--- config.mk ---
export PLATFORM = sky130hd
export DESIGN_NAME = ace_snoop_responder
export DESIGN_NICKNAME = d
export VERILOG_FILES = /design/src/rtl/ace_pkg.sv /design/src/rtl/ccu_ctrl_pkg.sv /design/src/rtl/ace_snoop_responder.sv
export SDC_FILE = /design/constraint.sdc
export NUM_CORES = 1
export LEC_CHECK = 0
export ABC_AREA = 0
export CAP_MARGIN = 20
export CORE_UTILIZATION = 36
export DETAILED_ROUTE_END_ITERATION = 8
export MAX_ROUTING_LAYER = met4
export PLACE_DENSITY = 0.77
export SLEW_MARGIN = 10
export SYNTH_ARGS = -nofsm -noshare
export SYNTH_HDL_FRONTEND = slang
export SYNTH_SLANG_ARGS = --single-unit
--- constraint.sdc ---
create_clock -name clk_i -period 1.78 [get_ports clk_i]
set_input_delay 0.178 -clock clk_i [delete_from_list [all_inputs] [get_ports clk_i]]
set_output_delay 0.178 -clock clk_i [all_outputs]
set_load 0.01 [all_outputs]
--- src/rtl/ace_pkg.sv ---
// ACE snoop-channel types shared by the coherency controller blocks:
// AC request, CR response and CD data channel encodings.
package ace_pkg;

  localparam int unsigned AddrWidth = 32;
  localparam int unsigned DataWidth = 32;

  typedef logic [AddrWidth-1:0] addr_t;
  typedef logic [DataWidth-1:0] data_t;

  typedef enum logic [3:0] {
    SNP_READ_ONCE             = 4'b0000,
    SNP_READ_SHARED           = 4'b0001,
    SNP_READ_CLEAN            = 4'b0010,
    SNP_READ_NOT_SHARED_DIRTY = 4'b0011,
    SNP_READ_UNIQUE           = 4'b0111,
    SNP_CLEAN_SHARED          = 4'b1000,
    SNP_CLEAN_INVALID         = 4'b1001,
    SNP_MAKE_INVALID          = 4'b1101,
    SNP_DVM_COMPLETE          = 4'b1110,
    SNP_DVM_MESSAGE           = 4'b1111
  } acsnoop_t;

  // Field order matches CRRESP[4:0].
  typedef struct packed {
    logic was_unique;
    logic is_shared;
    logic pass_dirty;
    logic error;
    logic data_transfer;
  } crresp_t;

  typedef struct packed {
    addr_t    addr;
    acsnoop_t snoop;
  } ac_chan_t;

  typedef struct packed {
    data_t data;
    logic  last;
  } cd_chan_t;

  typedef struct packed {
    ac_chan_t ac;
    logic     ac_valid;
    logic     cr_ready;
    logic     cd_ready;
  } snoop_req_t;

  typedef struct packed {
    logic     ac_ready;
    logic     cr_valid;
    crresp_t  cr_resp;
    logic     cd_valid;
    cd_chan_t cd;
  } snoop_resp_t;

endpackage

--- src/rtl/ccu_ctrl_pkg.sv ---
// Snoop responder control: FSM state encoding and the snoop/line-state
// decode into the CR response and the follow-up line-state update.
package ccu_ctrl_pkg;

  import ace_pkg::*;

  typedef enum logic [2:0] {
    IDLE,
    LOOKUP,
    WAIT_RSP,
    RESP,
    DATA,
    UPDATE
  } state_t;

  typedef struct packed {
    logic due;
    logic inval;
  } upd_action_t;

  function automatic crresp_t build_crresp(acsnoop_t snoop, logic hit,
                                           logic dirty, logic is_unique);
    crresp_t r;
    r = '0;
    if (hit) begin
      case (snoop)
        SNP_READ_ONCE: begin
          r.data_transfer = 1'b1;
          r.is_shared     = 1'b1;
          r.was_unique    = is_unique;
        end
        SNP_READ_SHARED, SNP_READ_CLEAN, SNP_READ_NOT_SHARED_DIRTY: begin
          r.data_transfer = 1'b1;
          r.is_shared     = 1'b1;
          r.pass_dirty    = dirty;
          r.was_unique    = is_unique;
        end
        SNP_READ_UNIQUE: begin
          r.data_transfer = 1'b1;
          r.pass_dirty    = dirty;
          r.was_unique    = is_unique;
        end
        SNP_CLEAN_INVALID: begin
          r.data_transfer = dirty;
          r.pass_dirty    = dirty;
        end
        SNP_CLEAN_SHARED: begin
          r.data_transfer = dirty;
          r.pass_dirty    = dirty;
          r.is_shared     = 1'b1;
        end
        default: r = '0;
      endcase
    end
    return r;
  endfunction

  function automatic upd_action_t build_update(acsnoop_t snoop, logic hit,
                                               logic dirty);
    upd_action_t u;
    u = '0;
    if (hit) begin
      case (snoop)
        SNP_READ_SHARED, SNP_READ_CLEAN, SNP_READ_NOT_SHARED_DIRTY:
          u = '{due: 1'b1, inval: 1'b0};
        SNP_READ_UNIQUE, SNP_CLEAN_INVALID, SNP_MAKE_INVALID:
          u = '{due: 1'b1, inval: 1'b1};
        SNP_CLEAN_SHARED:
          u = '{due: dirty, inval: 1'b0};
        default: u = '0;
      endcase
    end
    return u;
  endfunction

endpackage

--- src/rtl/ace_snoop_responder.sv ---
// Cache-side ACE snoop responder: one outstanding snoop at a time, walking
// tag lookup -> CR response -> optional CD line transfer -> state update.
module ace_snoop_responder
  import ccu_ctrl_pkg::*;
#(
  parameter int unsigned LineBeats    = 4,
  parameter type         snoop_req_t  = ace_pkg::snoop_req_t,
  parameter type         snoop_resp_t = ace_pkg::snoop_resp_t,
  parameter type         addr_t       = ace_pkg::addr_t,
  parameter type         data_t       = ace_pkg::data_t
) (
  input  logic        clk_i,
  input  logic        rst_i,
  input  snoop_req_t  snoop_req_i,
  output snoop_resp_t snoop_resp_o,
  output logic        lkp_valid_o,
  output addr_t       lkp_addr_o,
  input  logic        lkp_ready_i,
  input  logic        lkp_rsp_valid_i,
  input  logic        lkp_hit_i,
  input  logic        lkp_dirty_i,
  input  logic        lkp_unique_i,
  input  logic        rd_valid_i,
  input  data_t       rd_data_i,
  output logic        rd_ready_o,
  output logic        upd_valid_o,
  output logic        upd_inval_o,
  input  logic        upd_ready_i
);

  localparam int unsigned CntWidth = $clog2(LineBeats);
  typedef logic [CntWidth-1:0] beat_t;
  localparam beat_t LastBeat = beat_t'(LineBeats - 1);

  state_t            state, state_next;
  beat_t             beat;
  addr_t             ac_addr;
  ace_pkg::acsnoop_t ac_snoop;
  logic              hit, dirty, is_unique;

  ace_pkg::crresp_t  cr_resp;
  upd_action_t       upd;
  logic              ac_hs, rsp_take, cr_hs, cd_hs;

  assign cr_resp  = build_crresp(ac_snoop, hit, dirty, is_unique);
  assign upd      = build_update(ac_snoop, hit, dirty);
  assign ac_hs    = (state == IDLE) && snoop_req_i.ac_valid;
  assign rsp_take = (state == WAIT_RSP) && lkp_rsp_valid_i;
  assign cr_hs    = (state == RESP) && snoop_req_i.cr_ready;
  assign cd_hs    = (state == DATA) && rd_valid_i && snoop_req_i.cd_ready;

  // NOTE: sequential state uses non-blocking assignments so every register
  // samples pre-edge values regardless of process ordering.
  always_ff @(posedge clk_i) begin
    if (rst_i) state <= IDLE;
    else       state <= state_next;
  end

  always_ff @(posedge clk_i) begin
    if (rst_i) begin
      beat      <= '0;
      ac_addr   <= '0;
      ac_snoop  <= ace_pkg::acsnoop_t'('0);
      hit       <= 1'b0;
      dirty     <= 1'b0;
      is_unique <= 1'b0;
    end else begin
      if (ac_hs) begin
        ac_addr  <= snoop_req_i.ac.addr;
        ac_snoop <= snoop_req_i.ac.snoop;
      end
      if (rsp_take) begin
        hit       <= lkp_hit_i;
        dirty     <= lkp_dirty_i;
        is_unique <= lkp_unique_i;
      end
      // The counter wraps to zero on the last beat since LineBeats is 2^n.
      if (cr_hs && cr_resp.data_transfer) beat <= '0;
      else if (cd_hs)                     beat <= beat + beat_t'(1);
    end
  end

  // NOTE: every signal written here gets a default first, so no branch can
  // leave one unassigned and infer a latch.
  always_comb begin
    state_next   = state;
    snoop_resp_o = '0;
    lkp_valid_o  = 1'b0;
    lkp_addr_o   = '0;
    rd_ready_o   = 1'b0;
    upd_valid_o  = 1'b0;
    upd_inval_o  = 1'b0;

    unique case (state)
      IDLE: begin
        snoop_resp_o.ac_ready = 1'b1;
        if (snoop_req_i.ac_valid) state_next = LOOKUP;
      end
      LOOKUP: begin
        lkp_valid_o = 1'b1;
        lkp_addr_o  = ac_addr;
        if (lkp_ready_i) state_next = WAIT_RSP;
      end
      WAIT_RSP: begin
        if (lkp_rsp_valid_i) state_next = RESP;
      end
      RESP: begin
        snoop_resp_o.cr_valid = 1'b1;
        snoop_resp_o.cr_resp  = cr_resp;
        if (snoop_req_i.cr_ready) begin
          if (cr_resp.data_transfer) state_next = DATA;
          else if (upd.due)          state_next = UPDATE;
          else                       state_next = IDLE;
        end
      end
      DATA: begin
        snoop_resp_o.cd_valid   = rd_valid_i;
        snoop_resp_o.cd.data    = rd_data_i;
        snoop_resp_o.cd.last    = (beat == LastBeat);
        rd_ready_o              = snoop_req_i.cd_ready;
        if (cd_hs && (beat == LastBeat)) state_next = upd.due ? UPDATE : IDLE;
      end
      UPDATE: begin
        upd_valid_o = 1'b1;
        upd_inval_o = upd.inval;
        if (upd_ready_i) state_next = IDLE;
      end
      default: state_next = IDLE;
    endcase
  end

endmodule
### Yosys cells after proc, flatten, opt, wreduce, memory -nomap -nowiden

Cells that the tools add are included.

| operators by class | value |
|---|---|
| $add $sub $neg | 1 |
| equality and inequality tests | 19 |
| mux-type cells | 24 |
| reduce and logical (&&, ||, !) cells | 17 |

Operators by type and width:

| cell | count |
|---|---|
| 34-bit 2-to-1 mux | 1 |
| 32-bit 2-to-1 mux | 1 |
| 3-bit 2-to-1 mux | 8 |
| 3-bit one-hot mux with 6 select lines | 1 |
| 4-bit equality test, second input constant | 3 |
| 2-bit inequality test, second input constant | 5 |
| 5-bit OR reduction | 2 |
| 4-bit by 2-bit equality test with 1-bit output, second input constant | 2 |
| 1-bit 2-to-1 mux | 8 |
| 1-bit logical AND | 7 |
| 3-bit by 2-bit equality test with 1-bit output, second input constant | 2 |
| 3-bit equality test, second input constant | 2 |
| 6-bit 2-to-1 mux | 1 |
| 2-bit one-hot mux with 3 select lines | 1 |
| 6-bit AND reduction | 1 |
| 3-bit OR reduction | 2 |
| 6-bit OR reduction | 1 |
| 5-bit 2-to-1 mux | 1 |
| 4-bit by 1-bit equality test with 1-bit output, second input constant | 1 |
| 4-bit by 3-bit equality test with 1-bit output, second input constant | 1 |
| 4-bit logical NOT | 1 |
| 2-bit OR reduction | 2 |
| 3-bit by 1-bit equality test with 1-bit output, second input constant | 1 |
| 3-bit logical NOT | 1 |
| other kinds (5) | 5 |

| word-level totals | value |
|---|---|
| register bits after elaboration | 44 |
| word-level logic and storage cells | 68 |

### Depth between registers and ports, before layout

Gate-level depths: netlist of the first run.

| depth | value |
|---|---|
| word-level depth | 8 |
| depth in mapped cells | 7 |
| depth with buffers taken out | 5 |

### Worst setup path after synthesis of the first run

No wires, ideal clock.

| timing path | value |
|---|---|
| path type | register to output |
| start | register state[1] |
| end | output snoop_resp_o[38] (netlist bit) |
| data arrival time | 1.365 ns |
| required time | 1.602 ns |
| slack | 0.237 ns |
| cell stages (with the launch flop) | 6 |
| path through | dfxtp_1 -> buf_4 -> and2b_1 -> nand3_1 -> or2_1 -> nor3b_1 |

RTL lines:

| what | line | text |
|---|---|---|
| start: declaration | ace_snoop_responder.sv:35 | `state_t state, state_next;` |
| start signal: assignment | ace_snoop_responder.sv:56 | `else state <= state_next;` |
| end: declaration | ace_snoop_responder.sv:15 | `output snoop_resp_t snoop_resp_o,` |

### Worst setup path after layout of the first run

| timing path | value |
|---|---|
| start | register state[1] |
| end | output lkp_addr_o[27] |

| between the ends | value |
|---|---|
| word-level cells in the longest chain between the ends | 2 |

RTL lines:

| what | line | text |
|---|---|---|
| 3-bit by 1-bit equality test with 1-bit output | ace_snoop_responder.sv:94 | `unique case (state)` |
| 32-bit 2-to-1 mux | ace_snoop_responder.sv:94 |  |
| end: declaration | ace_snoop_responder.sv:17 | `output addr_t lkp_addr_o,` |

Every way passes these cells.

==> flow_summary.yaml, run 1 <==
floorplan:
  initial_core_util: 0.373
  io_pins: 157
  die_h_microns: 83.3
  core_area_sq_mm: 0.00639
  row_count: 29
  die_w_microns: 83.3
  dieArea_sq_mm: 0.00695
logic_synthesis:
  synth.avg_cell_area_sq_um: 7.44
  synth_area_sq_mm: 0.00238
  synth_top_area_share: 0.370
  netlist_instances: 320
  async_reset_ff_frac: 0
  synth_seq_area_share: 0.370
  ys_warn_count: 0
  ys_ff_latch: 44
  ys.flop_type: "dfxtp_1"
  synth_edf_count: 0
  syn_nets: 401
  yosysUniqueCellTypes: 40
  synth.area.top_cells: "dfxtp_1 (37%), and2_1 (18%), nand2_1 (12%)"
  yosys.area.top_type: "dfxtp_1"
critical_path:
  rrSetupSlack_ns: 0.18
  crit_family: "buffers and inverters"
  rr_startpoint: "state[1]"
  worstPathCellList: "buf_6, nor3b_4, buf_6, buf_6, and2_1, clkdlybuf4s15_2"
  path_max_fanout: 8
  cp_common_cell: "buf_6"
  cp_num_buf_inv: 4
  crit_type: "reg -> out"
  end_kind: "output port"
  cp-start-kind: "flip-flop"
  crit_arrival_ns: 1.56
  cp_slowest_cell: "dfxtp_2"
  slowest_delay_ns: 0.34
  r2r-end: "ac_addr[19]"
  ff2ff_path_depth: 7
  cp.required_ns: 1.60
cells_and_area:
  area_growth_pct: 76.2
  final_cells: 571
  design_area_sq_mm: 0.00420
  drive_gt1_frac: 0.296
  fill_cells: 599
  diodes: 0
  final_nets: 574
timing:
  fin_skew_ns: 0.00675
  hold_viol: 0
  period_share: 0.976
  setup_viol: 0
  slew_viol_final: 0
  max_freq_mhz: 576
  min_period_ns: 1.74
  rsz0062_at_grt: "yes"
placed_design:
  gp_congestion: 0.851
  place_area_sq_mm: 0.00411
  place_hpwl_mm: 5.41
  io_buffers: 155
  place_inst: 552
drt:
  drc: 0
  drtIter0Drc: 91
  ant_nets: 0
  viasPerCell: 4.81
  wire_per_inst_microns: 13.7
  wl_mm: 7.81
  vias: 2744
  first_pass_iters: 4
pwr:
  ir_worst_vdd_v: 0.000503
  static-leakage-power_nw: 1.89
  p_per_area_mw_per_mm2: 676
grt:
  track_usage: 0.228
  grt_max_degree: 37
  met2_usage: 0.398
  top_usage_layer: "met2"
  grt_util_met1: 0.281
  grt_antenna_before_repair: 0
  met3_usage: 0.0417
  grt_pass1_wl_mm: 12.6
  overflow: 0
  grt_pass1_vias: 2630
hold_path:
  hold_class: "in -> reg"
  min_from: "snoop_req_i[32]"
  hold_depth: 3
  hold-path-endpoint: "ac_addr[25]"
clock_tree:
  cts_made_buffers: 5
  cts_tree: "done"
  htree_levels: 2
  clk-insertion-delay-late_ns: 0.29
  cts_root_buffer: "clkbuf_8"
  clockBufferDepth: 2
  path_clk_slew_ns: 0.08
  ctsHoldBuffers: 0
  cts_sinks: 44
run_status:
  status: "completed"
job:
  maxCapViolCount: 0
-- registers in the layout (all words and copies together) (netlist names) --
register   count
ac_snoop       4
ac_addr       32
hit            1
is_unique      1
state          3
dirty          1
beat           2
-- layout by cell type (no fill, tap or decap), drive strengths merged, types with 5 or more instances in the layout --
cell	instances
o21ai	6
dlygate4sd2	5
nand2	78
nor2	11
a21oi	40
clkbuf	7
dfxtp	44
clkdlybuf4s50	79
buf	101
and2	70
nor3	6
clkdlybuf4s15	5
-- where the power goes --
group | leakage (nW) | switching (mW) | internal, mW
sequential | 0.361 | 0.0535 | 1.08
clock | 0.0614 | 0.353 | 0.459
combinational | 1.47 | 0.413 | 0.485
total | 1.89 | 0.819 | 2.02
-- layout make-up --
type,count,area [sq um],share of cell area
clock inverters,2,38.8,0.00924
inverters,3,11.3,0.00268
repair buffers,191,1670,0.397
multi-input cells,248,1420,0.338
clock buffers,6,82.6,0.0197
well taps,77,96.3,0.0230
flip-flops and latches,44,885,0.211
-- worst max path at each step --
stage	from	to	slack, ns	depth (start not counted)
2_1_floorplan	state[1]	snoop_resp_o[38]	0.24	5
3_3_place_gp	state[2]	snoop_resp_o[36]	-0.02	5
3_5_place_dp	state[2]	snoop_resp_o[36]	-0.06	5
4_1_cts	state[2]	lkp_addr_o[10]	-0.04	7
5_1_grt	state[1]	lkp_addr_o[27]	-0.01	6
6_report	state[1]	lkp_addr_o[27]	0.04	6
-- worst min-delay path, delay by kind of cell --
family | cells | cell delay (ns)
AO/OA/AOI/OAI | 1 | 0.05
buffers and inverters | 1 | 0.39
AND/OR/NAND/NOR | 1 | 0.05
-- through the flow --
step	hold WS, ns	util	setup TNS [ns]	setup WS [ns]	power (mW)
global route	0.423	0.657	-0.0765	-0.0140	3.01
finish	0.423	0.657	0	0.0426	2.84
floorplan	0.314	-	0	0.237	1.55
global placement	0.437	0.643	-0.0447	-0.0226	1.94
CTS	0.414	0.640	-0.0710	-0.0366	2.82
detailed placement	0.443	0.643	-0.108	-0.0566	1.95
-- kinds of logic after synthesis --
logic type,after synthesis,share of synthesized area
xor+xnor,1,0.00368
fa+ha+maj,1,0.00525
flops,44,0.370
other cells,1,0.00157
mux,4,0.0168
compound gates,58,0.141
buf+inv,28,0.0636
simple gates,183,0.399
-- repair_timing --
item	in CTS	in global routing
setup buffers	6	2
pin swaps	2	12
gates resized for setup	293	44
setup endpoints to repair	76	64
gates cloned	4	0
-- synthesized netlist by cell type, types with 2 or more instances --
master and number:
buf_6 3, a31oi_1 2, and3_1 2, nor3_1 4, clkbuf_1 13, a21boi_1 2, nor3_2 2, buf_2 4
dfxtp_1 44, a211oi_1 2, nand2_1 78, buf_4 5, mux2i_1 4, nand3_1 4, and2_1 70, o21ai_1 2
a21oi_1 40, nor2_1 11, nor2b_1 2, inv_1 3, o21ai_0 4
-- layer usage --
layer  share of wire  routed length (microns)
met2            0.51                     3950
met3           0.064                      496
met1            0.42                     3310
met4          0.0059                       46
met5               0                        0
Note: power is estimated with default switching activity, not from simulation.
==> run 2, diff against run 1 <==
- REMOVE_ABC_BUFFERS: not set -> 1
- SLEW_MARGIN: 10 -> not set
==> run 2 against run 1 <==
Global-route usage grew 0.62 points. Wire length shrank 1.9%. Combinational power shrank 5.0%. Hold slack lost 0.013 ns. Die area is the same. Setup slack gained 0.037 ns. Clock skew grew 0.0036 ns. Register-to-register slack is essentially flat. Maximum frequency grew 2.1%. First-iteration DRC count grew 24%. Non-clock buffer count shrank 6. Sequential share of layout area grew 0.75 points. Critical endpoint is now snoop_resp_o[34]. Largest cell class unchanged. Highest routed layer unchanged.
==> flow_summary.yaml, run 2 (same netlist as run 1, synthesis figures left out) <==
pwr:
  seq_power_share: 0.427
  swShare: 0.302
  p_per_area_mw_per_mm2: 651
  p_comb_frac: 0.323
  ir_worst_vdd_v: 0.000373
  p_int_mw: 1.84
  p_total_mw: 2.64
  static-leakage-power_nw: 1.83
  p_sw_uw: 797
  clkPwrFrac: 0.250
timing:
  fin_tns_setup_ns: 0
  setup_viol: 0
  hold_viol: 0
  fin_skew_ns: 0.0103
  min_period_ns: 1.70
  rsz0062_at_grt: "no"
  max_freq_mhz: 588
  slew_viol_final: 0
  setup_slack_ns: 0.0792
  period_share: 0.955
drt:
  wl_mm: 7.65
  viasPerCell: 4.81
  ant_nets: 0
  drc: 0
  drtIter0Drc: 113
  wire_per_inst_microns: 13.5
  vias: 2718
  first_pass_iters: 4
clock_tree:
  ctsHoldBuffers: 0
  cts_made_buffers: 5
  cts_tree: "done"
  htree_levels: 2
  clockBufferDepth: 2
  cts_root_buffer: "clkbuf_8"
  cts_sinks: 44
  clk-insertion-delay-late_ns: 0.30
  path_clk_slew_ns: 0.09
cells_and_area:
  area_growth_pct: 70.4
  final_cell_mix: "clkdlybuf4s50_1 (79), nand2_1 (78), and2_1 (59)"
  largest_reg_flops: 32
  top_regs: "ac_addr (32), ac_snoop (4), state (3)"
  drive_gt1_frac: 0.268
  final_common_cell: "clkdlybuf4s50_1"
  final_cells: 565
  design_area_sq_mm: 0.00406
  diodes: 0
  regMostFlops: "ac_addr"
  final_nets: 568
floorplan:
  die_h_microns: 83.3
  core_area_sq_mm: 0.00639
  dieArea_sq_mm: 0.00695
  initial_core_util: 0.373
  row_count: 29
  io_pins: 157
  die_w_microns: 83.3
critical_path:
  cp-start-kind: "flip-flop"
  crit_type: "reg -> out"
  cp.required_ns: 1.60
  path_max_fanout: 3
  end_kind: "output port"
  crit_arrival_ns: 1.52
grt:
  overflow: 0
  grt_antenna_before_repair: 0
  grt_max_degree: 37
  track_usage: 0.235
  grt_pass1_wl_mm: 12.8
  grt_pass1_vias: 2649
run_status:
  status: "completed"
placed_design:
  place_hpwl_mm: 5.23
  gp_congestion: 0.822
  dp_slack_ns: -0.0219
  place_inst: 548
  place_area_sq_mm: 0.00409
  io_buffers: 155
hold_path:
  hold_class: "in -> reg"
job:
  maxCapViolCount: 0
run 2: cell types whose count changed in the layout (fill, tap and decap cells not counted), moves of 4 or more:
cell and delta:
clkbuf_2 +16, buf_6 -5, buf_2 -8, clkdlybuf4s15_2 -5, buf_4 -4
run 2: critical path, stage by stage (launching register included):
cell             delay [ns]
dfxtp_2                0.34
and2b_1                0.20
nand3_1                0.10
buf_4                  0.15
nor2_1                 0.17
clkdlybuf4s15_1        0.27
run 2: worst paths after layout:
check / from / endpoint / slack (ns) / cells after the start
worst max-delay path: state[2] / snoop_resp_o[34] / 0.08 / 5
worst min-delay path: snoop_req_i[6] / ac_snoop[3] / 0.41 / 3
worst max register to register: state[0] / state[2] / 0.18 / 6
worst min register to register: ac_addr[7] / ac_addr[7] / 0.45 / 2
run 2: power by group through the flow:
| stage | registers, mW | clock network, mW | logic (mW) |
|---|---|---|---|
| 2_1_floorplan | 1.16 | 0 | 0.310 |
| 3_3_place_gp | 1.14 | 0 | 0.788 |
| 3_5_place_dp | 1.14 | 0 | 0.803 |
| 4_1_cts | 1.12 | 0.676 | 0.877 |
| 5_1_grt | 1.14 | 0.727 | 0.933 |
| 6_report | 1.13 | 0.660 | 0.853 |
run 2: routing by layer:
layer / vias up / global-route usage / routed length (microns)
met1: 1216 / 0.271 / 3210
met3: 8 / 0.0596 / 657
met5: - / - / 0
met4: 0 / 0.0580 / 95
met2: 125 / 0.406 / 3700
li1: 1369 / - / -
run 2: stage by stage:
stage	util	hold slack (ns)
6_report	0.636	0.410
5_1_grt	0.636	0.410
3_5_place_dp	0.640	0.442
4_1_cts	0.647	0.407
3_3_place_gp	0.640	0.437
2_1_floorplan	-	0.247
run 2: final cells by class:
class,count,area [sq um]
fill,602,2330
timing repair buffer,185,1580
clock inverter,1,7.51
multi-input combinational,248,1400
sequential,44,886
clock buffer,7,86.3
inverter,3,11.3
tap,77,96.3
run 2: what timing repair did:
action / in CTS / in global routing
gates cloned: 4 / 0
gates resized for setup: 267 / 47
pin swaps: 2 / 2
hold endpoints to repair: 0 / 0
setup buffers: 10 / 1
setup endpoints to repair: 76 / 72
==> run 3, diff against run 2 <==
- clock period: 1.78 -> 1.7 ns (I/O delays scaled with it)
==> run 3 against run 2 <==
The flow now finishes with violations (negative setup slack). Clock skew shrank 0.0014 ns. Hold slack gained 0.0015 ns. Sequential power grew 4%. Sequential cell count is the same. Total power grew 12%. Non-clock buffer count grew 14. Combinational power grew 28%. Clock power grew 4.5%. Critical endpoint is now lkp_addr_o[11].
==> flow_summary.yaml, run 3 (same netlist as run 1, synthesis figures left out) <==
run_status:
  status: "finished with violations"
  failed_checks: "negative setup slack"
critical_path:
  rr_startpoint: "state[2]"
  slowest_delay_ns: 0.34
  critPathCapture: "lkp_addr_o[11]"
  cp.required_ns: 1.53
  cp_num_buf_inv: 5
  crit_type: "reg -> out"
  path_max_fanout: 8
  r2r-end: "state[2]"
  worstPathCellList: "buf_6, nor3b_4, buf_6, buf_12, clkbuf_16, and2_4, buf_6"
  cp-start-kind: "flip-flop"
  crit_family: "buffers and inverters"
  end_kind: "output port"
  startpoint: "state[1]"
  cp_slowest_cell: "dfxtp_2"
  crit_arrival_ns: 1.58
  crit_cells: 7
  ff2ff_path_depth: 8
  cp_common_cell: "buf_6"
  rrSetupSlack_ns: 0.11
cells_and_area:
  top_regs: "ac_addr (32), ac_snoop (4), state (3)"
  drive_gt1_frac: 0.331
  diodes: 0
  final_cell_mix: "clkdlybuf4s50_1 (79), nand2_1 (78), buf_2 (45)"
  final_nets: 582
  design_area_sq_mm: 0.00442
  final_common_cell: "clkdlybuf4s50_1"
  fill_cells: 564
  regMostFlops: "ac_addr"
  area_growth_pct: 85.6
  largest_reg_flops: 32
floorplan:
  row_count: 29
  die_h_microns: 83.3
  io_pins: 157
  dieArea_sq_mm: 0.00695
  initial_core_util: 0.373
  die_w_microns: 83.3
  core_area_sq_mm: 0.00639
clock_tree:
  cts_made_buffers: 5
  path_clk_slew_ns: 0.09
  htree_levels: 2
  clk-insertion-delay-late_ns: 0.29
  ctsHoldBuffers: 0
  cts_root_buffer: "clkbuf_8"
  cts_tree: "done"
  cts_sinks: 44
  clockBufferDepth: 2
hold_path:
  hold_class: "in -> reg"
timing:
  setup_viol: 23
  max_freq_mhz: 572
  hold_viol: 0
  period_share: 1.03
  fin_skew_ns: 0.00895
  setup_slack_ns: -0.0485
  slew_viol_final: 0
  rsz0062_at_grt: "yes"
  min_period_ns: 1.75
placed_design:
  place_area_sq_mm: 0.00413
  place_hpwl_mm: 5.21
  dp_slack_ns: -0.114
  io_buffers: 155
  gp_congestion: 0.851
pwr:
  static-leakage-power_nw: 1.98
  ir_worst_vdd_v: 0.000428
  p_total_mw: 2.96
  p_per_area_mw_per_mm2: 670
drt:
  ant_nets: 0
  first_pass_iters: 5
  drc: 0
  vias: 2815
  viasPerCell: 4.86
  wire_per_inst_microns: 14.2
  wl_mm: 8.25
  drtIter0Drc: 125
grt:
  grt_pass1_wl_mm: 12.9
  grt_max_degree: 44
  track_usage: 0.234
  grt_antenna_before_repair: 0
  grt_pass1_vias: 2623
  overflow: 0
job:
  maxCapViolCount: 0
## run 3: worst min-delay path by stage
stage	slack, ns	from	end	cells after the start
2_1_floorplan	0.24	rst_i	ac_addr[0]	1
3_3_place_gp	0.44	ac_addr[15]	ac_addr[15]	2
3_5_place_dp	0.44	ac_addr[7]	ac_addr[7]	2
4_1_cts	0.40	snoop_req_i[33]	ac_addr[26]	3
5_1_grt	0.42	snoop_req_i[8]	ac_addr[1]	3
6_report	0.41	snoop_req_i[33]	ac_addr[26]	3
## run 3: cell type report
cell class	count	area, sq um	share of cell area
clock buffers	7	86.3	0.0195
inverters	3	11.3	0.00255
multi-input cells	248	1450	0.327
flip-flops and latches	44	886	0.200
repair buffers	199	1890	0.427
well taps	77	96.3	0.0218
clock inverters	1	7.51	0.00170
## run 3: worst min-delay path, delay by kind of cell
| kind | cells | cell delay, ns |
|---|---|---|
| buffers and inverters | 1 | 0.39 |
| and+or+nand+nor | 1 | 0.05 |
| AOI/OAI and AO/OA | 1 | 0.05 |
## run 3: metal layers
metal,GRT usage,part of all wire
met3,0.0557,0.081
met4,0.0674,0.017
met5,-,0
met2,0.382,0.50
met1,0.288,0.40
## run 3: per-stage QoR
stage / setup TNS [ns] / hold WS (ns) / util / std cells
after CTS: -3.60 / 0.402 / 0.683 / 574
after floorplan: -10.20 / 0.239 / - / 295
after global routing: -3.65 / 0.424 / 0.692 / 579
after global placement: -1.79 / 0.437 / 0.646 / 550
after detailed placement: -3.04 / 0.442 / 0.646 / 550
final: -0.783 / 0.411 / 0.692 / 579
## run 3: power by group
group	switching [mW]	internal [mW]	leakage, nW
registers	0.0560	1.13	0.362
clock network	0.360	0.331	0.0445
logic	0.473	0.619	1.58
## run 3: repair_timing
item,in CTS,in global routing
hold endpoints to repair,0,0
pin swaps,11,15
buffers inserted,12,5
endpoints found under the setup margin,76,77
cloned,4,4
resized for setup,296,79
